File: config.mk
export PLATFORM = sky130hd
export DESIGN_NAME = n_serial_rx
export DESIGN_NICKNAME = d
export VERILOG_FILES = /design/src/rtl/n_serial_rx.sv
export SDC_FILE = /design/constraint.sdc
export NUM_CORES = 1
export LEC_CHECK = 0
export CAP_MARGIN = 15
export CORE_MARGIN = 2
export CORE_UTILIZATION = 54
export DETAILED_ROUTE_END_ITERATION = 8
export PLACE_DENSITY = 0.79
export REMOVE_ABC_BUFFERS = 1
export SLEW_MARGIN = 10
export SYNTH_ARGS = -nofsm -noshare
export SYNTH_HDL_FRONTEND = slang
export SYNTH_SLANG_ARGS = --single-unit
export TNS_END_PERCENT = 100
File: constraint.sdc
create_clock -name clk -period 2.6 [get_ports clk]
set_clock_uncertainty 0.05 [all_clocks]
set_input_delay 0.52 -clock clk [delete_from_list [all_inputs] [get_ports clk]]
set_output_delay 0.52 -clock clk [all_outputs]
set_load 0.03 [all_outputs]
File: src/rtl/n_serial_rx.sv
// n_serial_rx: Nintendo single-wire serial receiver; classifies low-pulse widths into bits and MSB-first bytes.
// Optional 3-sample majority glitch filter on the synchronized line: define N_SERIAL_RX_GLITCH_FILTER_EN.
module n_serial_rx #(
   parameter int US_CYCLES = 5,
   parameter int IDLE_US   = 6,
   parameter int CNT_WIDTH = 8
) (
   input  logic       clk,
   input  logic       reset,
   input  logic       rx,
   output logic       busy,
   output logic [7:0] rx_data,
   output logic       rx_strobe,
   output logic       rx_stop,
   output logic       rx_error
);

   typedef enum logic [1:0] {
      S_IDLE  = 2'd0,
      S_LOW   = 2'd1,
      S_HIGH  = 2'd2,
      S_STUCK = 2'd3
   } state_t;

   localparam logic [CNT_WIDTH:0] ONE_W     = (CNT_WIDTH + 1)'(1);
   localparam logic [CNT_WIDTH:0] TWO_W     = (CNT_WIDTH + 1)'(2);
   localparam logic [CNT_WIDTH:0] LIM_ONE   = (CNT_WIDTH + 1)'(2 * US_CYCLES);
   localparam logic [CNT_WIDTH:0] LIM_STUCK = (CNT_WIDTH + 1)'(4 * US_CYCLES);
   localparam logic [CNT_WIDTH:0] LIM_IDLE  = (CNT_WIDTH + 1)'(IDLE_US * US_CYCLES);

   function automatic logic [CNT_WIDTH-1:0] sat_inc(input logic [CNT_WIDTH-1:0] v);
      logic [CNT_WIDTH-1:0] r;
      if (v == {CNT_WIDTH{1'b1}}) begin
         r = v;
      end else begin
         r = v + {{(CNT_WIDTH-1){1'b0}}, 1'b1};
      end
      return r;
   endfunction

   logic sync1_q, sync2_q, prev_q, cur_s;
   logic fall_s, rise_s;

   // two-flop synchronizer plus previous-sample register; idle level is high
   always_ff @(posedge clk or negedge reset) begin
      if (!reset) begin
         sync1_q <= 1'b1;
         sync2_q <= 1'b1;
         prev_q  <= 1'b1;
      end else begin
         sync1_q <= rx;
         sync2_q <= sync1_q;
         prev_q  <= cur_s;
      end
   end

`ifdef N_SERIAL_RX_GLITCH_FILTER_EN
   function automatic logic maj3(input logic a, input logic b, input logic c);
      return (a & b) | (a & c) | (b & c);
   endfunction

   logic m1_q, m2_q, filt_q;

   // majority of three consecutive samples, registered, suppresses single-cycle pulses
   always_ff @(posedge clk or negedge reset) begin
      if (!reset) begin
         m1_q   <= 1'b1;
         m2_q   <= 1'b1;
         filt_q <= 1'b1;
      end else begin
         m1_q   <= sync2_q;
         m2_q   <= m1_q;
         filt_q <= maj3(sync2_q, m1_q, m2_q);
      end
   end

   assign cur_s = filt_q;
`else
   assign cur_s = sync2_q;
`endif

   assign fall_s = prev_q & ~cur_s;
   assign rise_s = ~prev_q & cur_s;

   state_t               state_q, state_d;
   logic [CNT_WIDTH-1:0] cnt_q, cnt_d;
   logic [2:0]           bitcnt_q, bitcnt_d;
   logic [6:0]           shift_q, shift_d;
   logic [7:0]           rx_data_q, rx_data_d;
   logic                 rx_strobe_q, rx_strobe_d;
   logic                 rx_stop_q, rx_stop_d;
   logic                 rx_error_q, rx_error_d;
   logic                 busy_q, busy_d;
   logic [CNT_WIDTH:0]   len_s, run_s;
   logic                 bit_one_s;

   // cnt_q restarts at 0 on the edge cycle, so the run so far is cnt_q+1 before and cnt_q+2 including this cycle
   assign len_s     = {1'b0, cnt_q} + ONE_W;
   assign run_s     = {1'b0, cnt_q} + TWO_W;
   assign bit_one_s = (len_s < LIM_ONE);

   // state, counters and registered outputs
   always_ff @(posedge clk or negedge reset) begin
      if (!reset) begin
         state_q     <= S_IDLE;
         cnt_q       <= {CNT_WIDTH{1'b0}};
         bitcnt_q    <= 3'd0;
         shift_q     <= 7'd0;
         rx_data_q   <= 8'd0;
         rx_strobe_q <= 1'b0;
         rx_stop_q   <= 1'b0;
         rx_error_q  <= 1'b0;
         busy_q      <= 1'b0;
      end else begin
         state_q     <= state_d;
         cnt_q       <= cnt_d;
         bitcnt_q    <= bitcnt_d;
         shift_q     <= shift_d;
         rx_data_q   <= rx_data_d;
         rx_strobe_q <= rx_strobe_d;
         rx_stop_q   <= rx_stop_d;
         rx_error_q  <= rx_error_d;
         busy_q      <= busy_d;
      end
   end

   // next-state and output decode
   always_comb begin
      state_d     = state_q;
      cnt_d       = cnt_q;
      bitcnt_d    = bitcnt_q;
      shift_d     = shift_q;
      rx_data_d   = rx_data_q;
      rx_strobe_d = 1'b0;
      rx_stop_d   = 1'b0;
      rx_error_d  = 1'b0;
      case (state_q)
         S_IDLE: begin
            cnt_d = {CNT_WIDTH{1'b0}};
            if (fall_s) begin
               state_d = S_LOW;
            end else begin
               state_d = S_IDLE;
            end
         end
         S_LOW: begin
            if (rise_s) begin
               cnt_d   = {CNT_WIDTH{1'b0}};
               state_d = S_HIGH;
               if (bitcnt_q == 3'd7) begin
                  rx_data_d   = {shift_q, bit_one_s};
                  rx_strobe_d = 1'b1;
                  bitcnt_d    = 3'd0;
                  shift_d     = 7'd0;
               end else begin
                  shift_d  = {shift_q[5:0], bit_one_s};
                  bitcnt_d = bitcnt_q + 3'd1;
               end
            end else if (run_s >= LIM_STUCK) begin
               rx_error_d = 1'b1;
               bitcnt_d   = 3'd0;
               cnt_d      = {CNT_WIDTH{1'b0}};
               state_d    = S_STUCK;
            end else begin
               cnt_d = sat_inc(cnt_q);
            end
         end
         S_HIGH: begin
            // the idle timeout takes priority over a coincident falling edge
            if (run_s >= LIM_IDLE) begin
               case (bitcnt_q)
                  3'd0:    rx_stop_d  = 1'b0;
                  3'd1:    rx_stop_d  = 1'b1;
                  default: rx_error_d = 1'b1;
               endcase
               bitcnt_d = 3'd0;
               shift_d  = 7'd0;
               cnt_d    = {CNT_WIDTH{1'b0}};
               if (fall_s) begin
                  state_d = S_LOW;
               end else begin
                  state_d = S_IDLE;
               end
            end else if (fall_s) begin
               cnt_d   = {CNT_WIDTH{1'b0}};
               state_d = S_LOW;
            end else begin
               cnt_d = sat_inc(cnt_q);
            end
         end
         S_STUCK: begin
            cnt_d = {CNT_WIDTH{1'b0}};
            if (cur_s) begin
               state_d = S_HIGH;
            end else begin
               state_d = S_STUCK;
            end
         end
         default: begin
            state_d  = S_IDLE;
            cnt_d    = {CNT_WIDTH{1'b0}};
            bitcnt_d = 3'd0;
         end
      endcase
      busy_d = (state_d != S_IDLE);
   end

   assign busy      = busy_q;
   assign rx_data   = rx_data_q;
   assign rx_strobe = rx_strobe_q;
   assign rx_stop   = rx_stop_q;
   assign rx_error  = rx_error_q;

endmodule

==> results.json, run 1 <==
{
  "status": "complete, no violations",
  "synth-edff-count": 0,
  "synthArstFlopShare_pct": 100,
  "critical_path_arrival_ns": 2.59,
  "dp.cells": 247,
  "gp_congestion": 0.942,
  "num_rows": 21,
  "grt_util_all_layers_pct": 19.5,
  "post_synth_and_or_nand_nor_area_fraction_pct": 16.8,
  "grt_first_pass_wirelength_um": 6130,
  "avgRoutedWirePerCell_um": 14.2,
  "drt-pass1-iter-count": 4,
  "netlist.top_cell.by_area": "sky130_fd_sc_hd__dfrtp_1",
  "rsz0062_at_grt": "no",
  "report.final.slew_viol_count": 0,
  "cts_setup_buffers": 0,
  "detailedRoute.firstIterationViolations": 102,
  "grt_max_degree": 36,
  "yosys_warnings": 0,
  "clk-insertion-delay-late_ns": 0.32,
  "worst-endpoint-required_ns": 2.78,
  "crit_path_end_kind": "register",
  "post_cts_resize_count": 0,
  "synth_area_per_cell_sq_um": 9.91,
  "cellLeakagePower_nw": 0.915,
  "cts.clk_slew.worst_paths_ns": 0.11,
  "seq_area_frac_synth_pct": 46.2,
  "antenna_found_initial": 0,
  "antenna_cells_inserted": 0,
  "clock_tree.buffer_depth": 2,
  "cts_hold_repair.buffers": 0,
  "via_count": 1389,
  "synth_most_common_cell": "sky130_fd_sc_hd__dfrtp_1",
  "htree_levels": 2,
  "floorplan_die_height_um": 63.4,
  "yosys_most_used_dff": "sky130_fd_sc_hd__dfrtp_1",
  "tritoncts": "yes",
  "clock.fmax_mhz": 415,
  "max_slew.worst_pin.slew_ns": 0.594,
  "cts-buffers-inserted": 5,
  "post_synth_fa_ha_maj_area_fraction_pct": 8.55,
  "remaining_drc_errors": 0,
  "timing.setup.critical_path_class": "register to register",
  "timing.hold.worst.class": "register to register",
  "synth.area.mux_share_pct": 2.17,
  "initial_util_pct": 56.6,
  "synthTopCellsByCount": "sky130_fd_sc_hd__dfrtp_1, sky130_fd_sc_hd__nand2_1, sky130_fd_sc_hd__inv_1",
  "yosysUniqueCellTypes": 48,
  "io_buffers": 14,
  "post_drt_via_cell_ratio": 5.45,
  "die_w_um": 63.4,
  "syn_to_final_growth_pct": 11.4,
  "num-fill-cells": 313,
  "floorplan.die_area_sq_um": 4020,
  "finish.cell_count_without_fillers": 255,
  "antenna_violating_nets_post_route": 0,
  "pin_count": 15,
  "fin_crit_sh_pct": 92.7,
  "clock_tree_root": "sky130_fd_sc_hd__clkbuf_4",
  "ys_top_cells_by_area": "sky130_fd_sc_hd__dfrtp_1, sky130_fd_sc_hd__ha_1, sky130_fd_sc_hd__dfstp_2",
  "clock_sinks": 35,
  "syn-instance-count": 192,
  "synth_seq_cells": 35,
  "final-setup-viol-count": 0,
  "totalNegativeSetupSlack_ns": 0,
  "cellPowerDensity_nw_per_um2": 746,
  "dp.final_hpwl_um": 2680,
  "crit_path_start_kind": "register",
  "coreArea_sq_um": 3360,
  "synth_area_in_compound_gates_pct": 17.2,
  "ir_worst_vdd_mv": 0.505,
  "synthesis.area_sq_um": 1900,
  "cp_max_fo": 9,
  "synth_largest_type_area_fraction_pct": 42.1,
  "synth-xor-area-share_pct": 3.22,
  "combinational_family_with_the_most_area_after_synthesis": "compound AO/OA/AOI/OAI gates",
  "period_needed_ns": 2.41,
  "final-hold-violation-count": 0,
  "routed_wl_um": 3610,
  "max-cap-violations": 0,
  "first_global_vias": 1331,
  "drive_above_1_share_pct": 11.5,
  "grt_remaining_overflow": 0,
  "worst_slew_margin_rel_pct": 60.3,
  "layout.nets": 224
}
## layout by cell type, fill, tap and decap left out, types with 2 or more instances in the layout
cell | synthesis | routed
sky130_fd_sc_hd__nor2b_1 | 2 | 2
sky130_fd_sc_hd__dfstp_2 | 3 | 3
sky130_fd_sc_hd__nand4_1 | 2 | 2
sky130_fd_sc_hd__o21ai_1 | 2 | 2
sky130_fd_sc_hd__o2111ai_1 | 2 | 2
sky130_fd_sc_hd__o21bai_1 | 2 | 2
sky130_fd_sc_hd__a21oi_1 | 7 | 7
sky130_fd_sc_hd__nor3_1 | 3 | 3
sky130_fd_sc_hd__o21ai_2 | 6 | 6
sky130_fd_sc_hd__clkdlybuf4s50_1 | 0 | 14
sky130_fd_sc_hd__clkbuf_1 | 1 | 2
sky130_fd_sc_hd__xnor2_1 | 4 | 4
sky130_fd_sc_hd__mux2i_1 | 3 | 3
sky130_fd_sc_hd__o22ai_2 | 2 | 2
sky130_fd_sc_hd__clkbuf_4 | 0 | 5
sky130_fd_sc_hd__nor3b_1 | 2 | 2
sky130_fd_sc_hd__dfrtp_1 | 32 | 32
sky130_fd_sc_hd__nor2_1 | 12 | 12
sky130_fd_sc_hd__nand3_1 | 14 | 14
sky130_fd_sc_hd__buf_4 | 1 | 2
sky130_fd_sc_hd__nand2b_1 | 5 | 5
sky130_fd_sc_hd__a21o_1 | 2 | 2
sky130_fd_sc_hd__o21ai_0 | 10 | 10
sky130_fd_sc_hd__inv_1 | 16 | 16
sky130_fd_sc_hd__nand2_1 | 18 | 18
sky130_fd_sc_hd__ha_1 | 13 | 13
sky130_fd_sc_hd__xor2_1 | 3 | 3
## worst paths after layout
check	startpoint	end	slack [ns]	cells after the start
max in group asynchronous	reset	sync1_q$_DFF_PN1_	1.61	2
min in group asynchronous	reset	cnt_q[4]$_DFF_PN0_	0.54	2
max	cnt_q[2]$_DFF_PN0_	cnt_q[1]$_DFF_PN0_	0.19	5
max reg2reg	cnt_q[2]$_DFF_PN0_	cnt_q[1]$_DFF_PN0_	0.19	5
min	sync1_q$_DFF_PN1_	cur_s$_DFF_PN1_	0.31	0
min reg2reg	sync1_q$_DFF_PN1_	cur_s$_DFF_PN1_	0.31	0
## registers in the layout, indices dropped and copies added, names as in the netlist
signal,cells
bitcnt_q,3
busy,1
cnt_q,8
cur_s,1
prev_q,1
rx_data,8
rx_error,1
rx_stop,1
rx_strobe,1
shift_q,7
state_q,2
sync1_q,1
## routing by layer
metal  GRT usage (%)  wire (um)  vias to the layer above  share of wire [%]
li1                -          -                      695                  -
met1            25.5       1650                      670                 46
met2            32.5       1790                       22                 50
met3            5.54        141                        2                3.9
met4            4.08         21                        0               0.58
met5               0          0                        -                  0
## metrics by stage
step / instance area, sq um / setup slack (ns) / total power [mW] / util, % / hold WS, ns
4_1_cts: 2120 / 0.184 / 1.60 / 63.1 / 0.314
6_report: 2120 / 0.191 / 1.58 / 63.1 / 0.312
2_1_floorplan: 1860 / 0.403 / 1.16 / - / 0.174
3_5_place_dp: 2070 / 0.213 / 1.31 / 61.5 / 0.299
5_1_grt: 2120 / 0.0702 / 1.70 / 63.1 / 0.316
3_3_place_gp: 2070 / 0.282 / 1.28 / 61.5 / 0.297
## where the power goes
group | total (mW) | leakage [nW] | internal (mW) | switching, mW
registers | 0.699 | 0.464 | 0.637 | 0.0624
clock network | 0.283 | 0.0255 | 0.107 | 0.176
logic | 0.601 | 0.425 | 0.244 | 0.357
total | 1.58 | 0.915 | 0.988 | 0.595
## area by class of cell
type                       count  area (sq um)  share of cell area, %
multi-input combinational    134           916                   43.2
sequential                    35           880                   41.5
timing repair buffer          16           155                   7.32
inverter                      16          60.1                   2.83
tap                           46          57.6                   2.71
clock buffer                   7          45.0                   2.12
clock inverter                 1          7.51                  0.354
## cells by family (layout without fill, tap and decap cells)
group | count (synthesis) | after routing
other | 1 | 1
adders and majority gates | 13 | 13
muxes | 4 | 4
and+or+nand+nor | 65 | 65
AOI/OAI and AO/OA | 44 | 44
buffers and inverters | 23 | 40
xor gates and xnor gates | 7 | 7
DFF | 35 | 35
## worst max-delay path, stage by stage (launching register included)
cell and delay, ns:
sky130_fd_sc_hd__dfrtp_1 0.49, sky130_fd_sc_hd__ha_1 0.24, sky130_fd_sc_hd__or4b_1 0.51, sky130_fd_sc_hd__a211o_1 0.40, sky130_fd_sc_hd__o21bai_1 0.35, sky130_fd_sc_hd__a211oi_1 0.26
No activity file was read; power rests on OpenSTA's default activity.
==> run 2: changes to the inputs <==
- HOLD_SLACK_MARGIN: not set -> 0.06
- TNS_END_PERCENT: 100 -> not set
==> results of run 2 <==
The final DEF is identical to that of run 1; final timing and power are the same.
==> run 3: changes to the inputs <==
- CORE_MARGIN: 2 -> 1
- REMOVE_ABC_BUFFERS: 1 -> not set
==> run 3 against run 2 <==
  * Cell area is essentially flat
  * Clock power rose by 3%
  * Critical path depth rose by 1
  * Maximum frequency down 0.61%
  * First-iteration DRC count decreased by 13%
  * Non-clock buffer count unchanged
  * Total power grew 0.84%
  * Sequential share of layout area barely moved
  * Cell count stayed put
  * Hold slack better by 0.012 ns
  * Global-route usage is 2.1 points higher
  * Utilization hardly changed
==> results.json, run 3 (synthesis gave the netlist of run 1 again) <==
{
  "synth_fp_nets": 208,
  "worstPathBufferInverterCount": 0,
  "grt_util_all_layers_pct": 21.6,
  "post_cts_resize_count": 0,
  "cp_num_cells": 6,
  "comb_power_share_pct": 37.9,
  "num-fill-cells": 297,
  "cts.clk_slew.worst_paths_ns": 0.11,
  "avgRoutedWirePerCell_um": 13.8,
  "placement.cell_area_sq_um": 2070,
  "post_drt_via_cell_ratio": 5.56,
  "first_global_vias": 1276,
  "cp_max_fo": 9,
  "grt_max_degree": 36,
  "multi_input_area_sq_um": 916,
  "critPathSlowestCell": "sky130_fd_sc_hd__or4b_1",
  "reg2reg_to": "busy$_DFF_PN0_",
  "timing.setup.critical_path_class": "register to register",
  "cts_hold_repair.buffers": 0,
  "beginning_of_the_critical_path": "cnt_q[1]$_DFF_PN0_",
  "p_seq_share_pct": 43.8,
  "cell_internal_pwr_uw": 985,
  "syn_to_final_growth_pct": 11.5,
  "floorplan_die_height_um": 61.4,
  "num_rows": 21,
  "crit_path_cell_trace": "ha_1 > or4b_1 > a211o_1 > o2111ai_1 > nand3b_1 > nand4b_1",
  "worst_slew_margin_rel_pct": 62.7,
  "drive_above_1_share_pct": 12.0,
  "cts_setup_buffers": 0,
  "floorplan.die_area_sq_um": 3770,
  "period_needed_ns": 2.42,
  "cellLeakagePower_nw": 0.917,
  "post_route_cell_area_sq_um": 2120,
  "drt-pass1-iter-count": 4,
  "layout_common_cells": "sky130_fd_sc_hd__dfrtp_1, sky130_fd_sc_hd__nand2_1, sky130_fd_sc_hd__inv_1",
  "top_delay_family_on_crit_path": "simple AND/OR/NAND/NOR gates",
  "report.final.slew_viol_count": 0,
  "antenna_violating_nets_post_route": 0,
  "worstSetupEndpoint": "busy$_DFF_PN0_",
  "regToRegSetupSlack_ns": 0.18,
  "dp.final_hpwl_um": 2520,
  "grt_remaining_overflow": 0,
  "grt_first_pass_wirelength_um": 5830,
  "clock_tree_root": "sky130_fd_sc_hd__clkbuf_4",
  "worst-r2r-cell-count": 6,
  "htree_levels": 2,
  "cts-buffers-inserted": 5,
  "worst-endpoint-required_ns": 2.77,
  "regToRegStartpoint": "cnt_q[1]$_DFF_PN0_",
  "antenna_found_initial": 0,
  "final-hold-violation-count": 0,
  "initial_util_pct": 56.6,
  "layout.nets": 224,
  "detailedRoute.firstIterationViolations": 89,
  "clockPowerShare_pct": 18.3,
  "mostFrequentLayoutCell": "sky130_fd_sc_hd__dfrtp_1",
  "power.share.switching_pct": 38.3,
  "area_used_by_sequential_logic_in_the_layout_sq_um": 880,
  "routed_wl_um": 3530,
  "clk-insertion-delay-late_ns": 0.35,
  "cellPowerDensity_nw_per_um2": 752,
  "die_w_um": 61.4,
  "ir_worst_vdd_mv": 0.333,
  "crit_path_start_kind": "register",
  "timing.critical_path.slowest_cell_delay_ns": 0.51,
  "crit_path_end_kind": "register",
  "rsz0062_at_grt": "no",
  "max_slew.worst_pin.slew_ns": 0.559,
  "pin_count": 15,
  "totalNegativeSetupSlack_ns": 0,
  "remaining_drc_errors": 0,
  "antenna_cells_inserted": 0,
  "io_buffers": 14,
  "via_count": 1418,
  "power_switching_uw": 612,
  "tritoncts": "yes",
  "clock.fmax_mhz": 413,
  "timing.hold.worst.class": "register to register",
  "status": "complete, no violations",
  "fin_crit_sh_pct": 93.2,
  "clock_sinks": 35,
  "coreArea_sq_um": 3360,
  "max-cap-violations": 0,
  "gp_congestion": 0.883,
  "timing.hold.worst_path_depth": 0,
  "final-setup-viol-count": 0,
  "critical_path_arrival_ns": 2.59,
  "clock_tree.buffer_depth": 2
}
[run 3: cell types whose count changed in the layout (fill, tap and decap cells not counted), sizes merged]
cell / previous run / this run
clkbuf: 7 / 6
clkinv: 0 / 1
[run 3: power groups by stage]
stage	logic [mW]	clock network [mW]	registers [mW]
6_report	0.604	0.292	0.700
5_1_grt	0.673	0.324	0.712
4_1_cts	0.606	0.305	0.700
3_5_place_dp	0.603	0	0.709
3_3_place_gp	0.578	0	0.704
2_1_floorplan	0.470	0	0.721
[run 3: worst min path at each step]
stage	startpoint	end	slack [ns]
2_1_floorplan	reset	bitcnt_q[0]$_DFFE_PN0P_	0.17
6_report	sync1_q$_DFF_PN1_	cur_s$_DFF_PN1_	0.32
3_5_place_dp	sync1_q$_DFF_PN1_	cur_s$_DFF_PN1_	0.30
3_3_place_gp	sync1_q$_DFF_PN1_	cur_s$_DFF_PN1_	0.30
4_1_cts	sync1_q$_DFF_PN1_	cur_s$_DFF_PN1_	0.32
5_1_grt	sync1_q$_DFF_PN1_	cur_s$_DFF_PN1_	0.33
[run 3: cell type report]
class / instances / area share [%]
multi-input cells: 134 / 43.2
flip-flops and latches: 35 / 41.5
repair buffers: 16 / 7.31
inverters: 16 / 2.83
well taps: 46 / 2.71
clock buffers: 6 / 1.95
clock inverters: 2 / 0.590
[run 3: metrics by stage]
stage                     cells  utilization [%]  hold slack, ns  power [mW]  setup slack [ns]
final                       255             63.1           0.324        1.60             0.176
after global routing        255             63.1           0.334        1.71            0.0531
after CTS                   255             63.1           0.323        1.61             0.222
after detailed placement    247             61.5           0.297        1.31             0.241
after global placement      247             61.5           0.298        1.28             0.297
after floorplan             192                -           0.174        1.19             0.337
[run 3: routing by layer]
metal | vias to the layer above | track usage, % | wire length (um)
li1 | 694 | - | -
met1 | 680 | 28.3 | 1610
met2 | 36 | 33.9 | 1690
met3 | 8 | 4.83 | 143
met4 | 0 | 10.8 | 80
met5 | - | 0 | 0
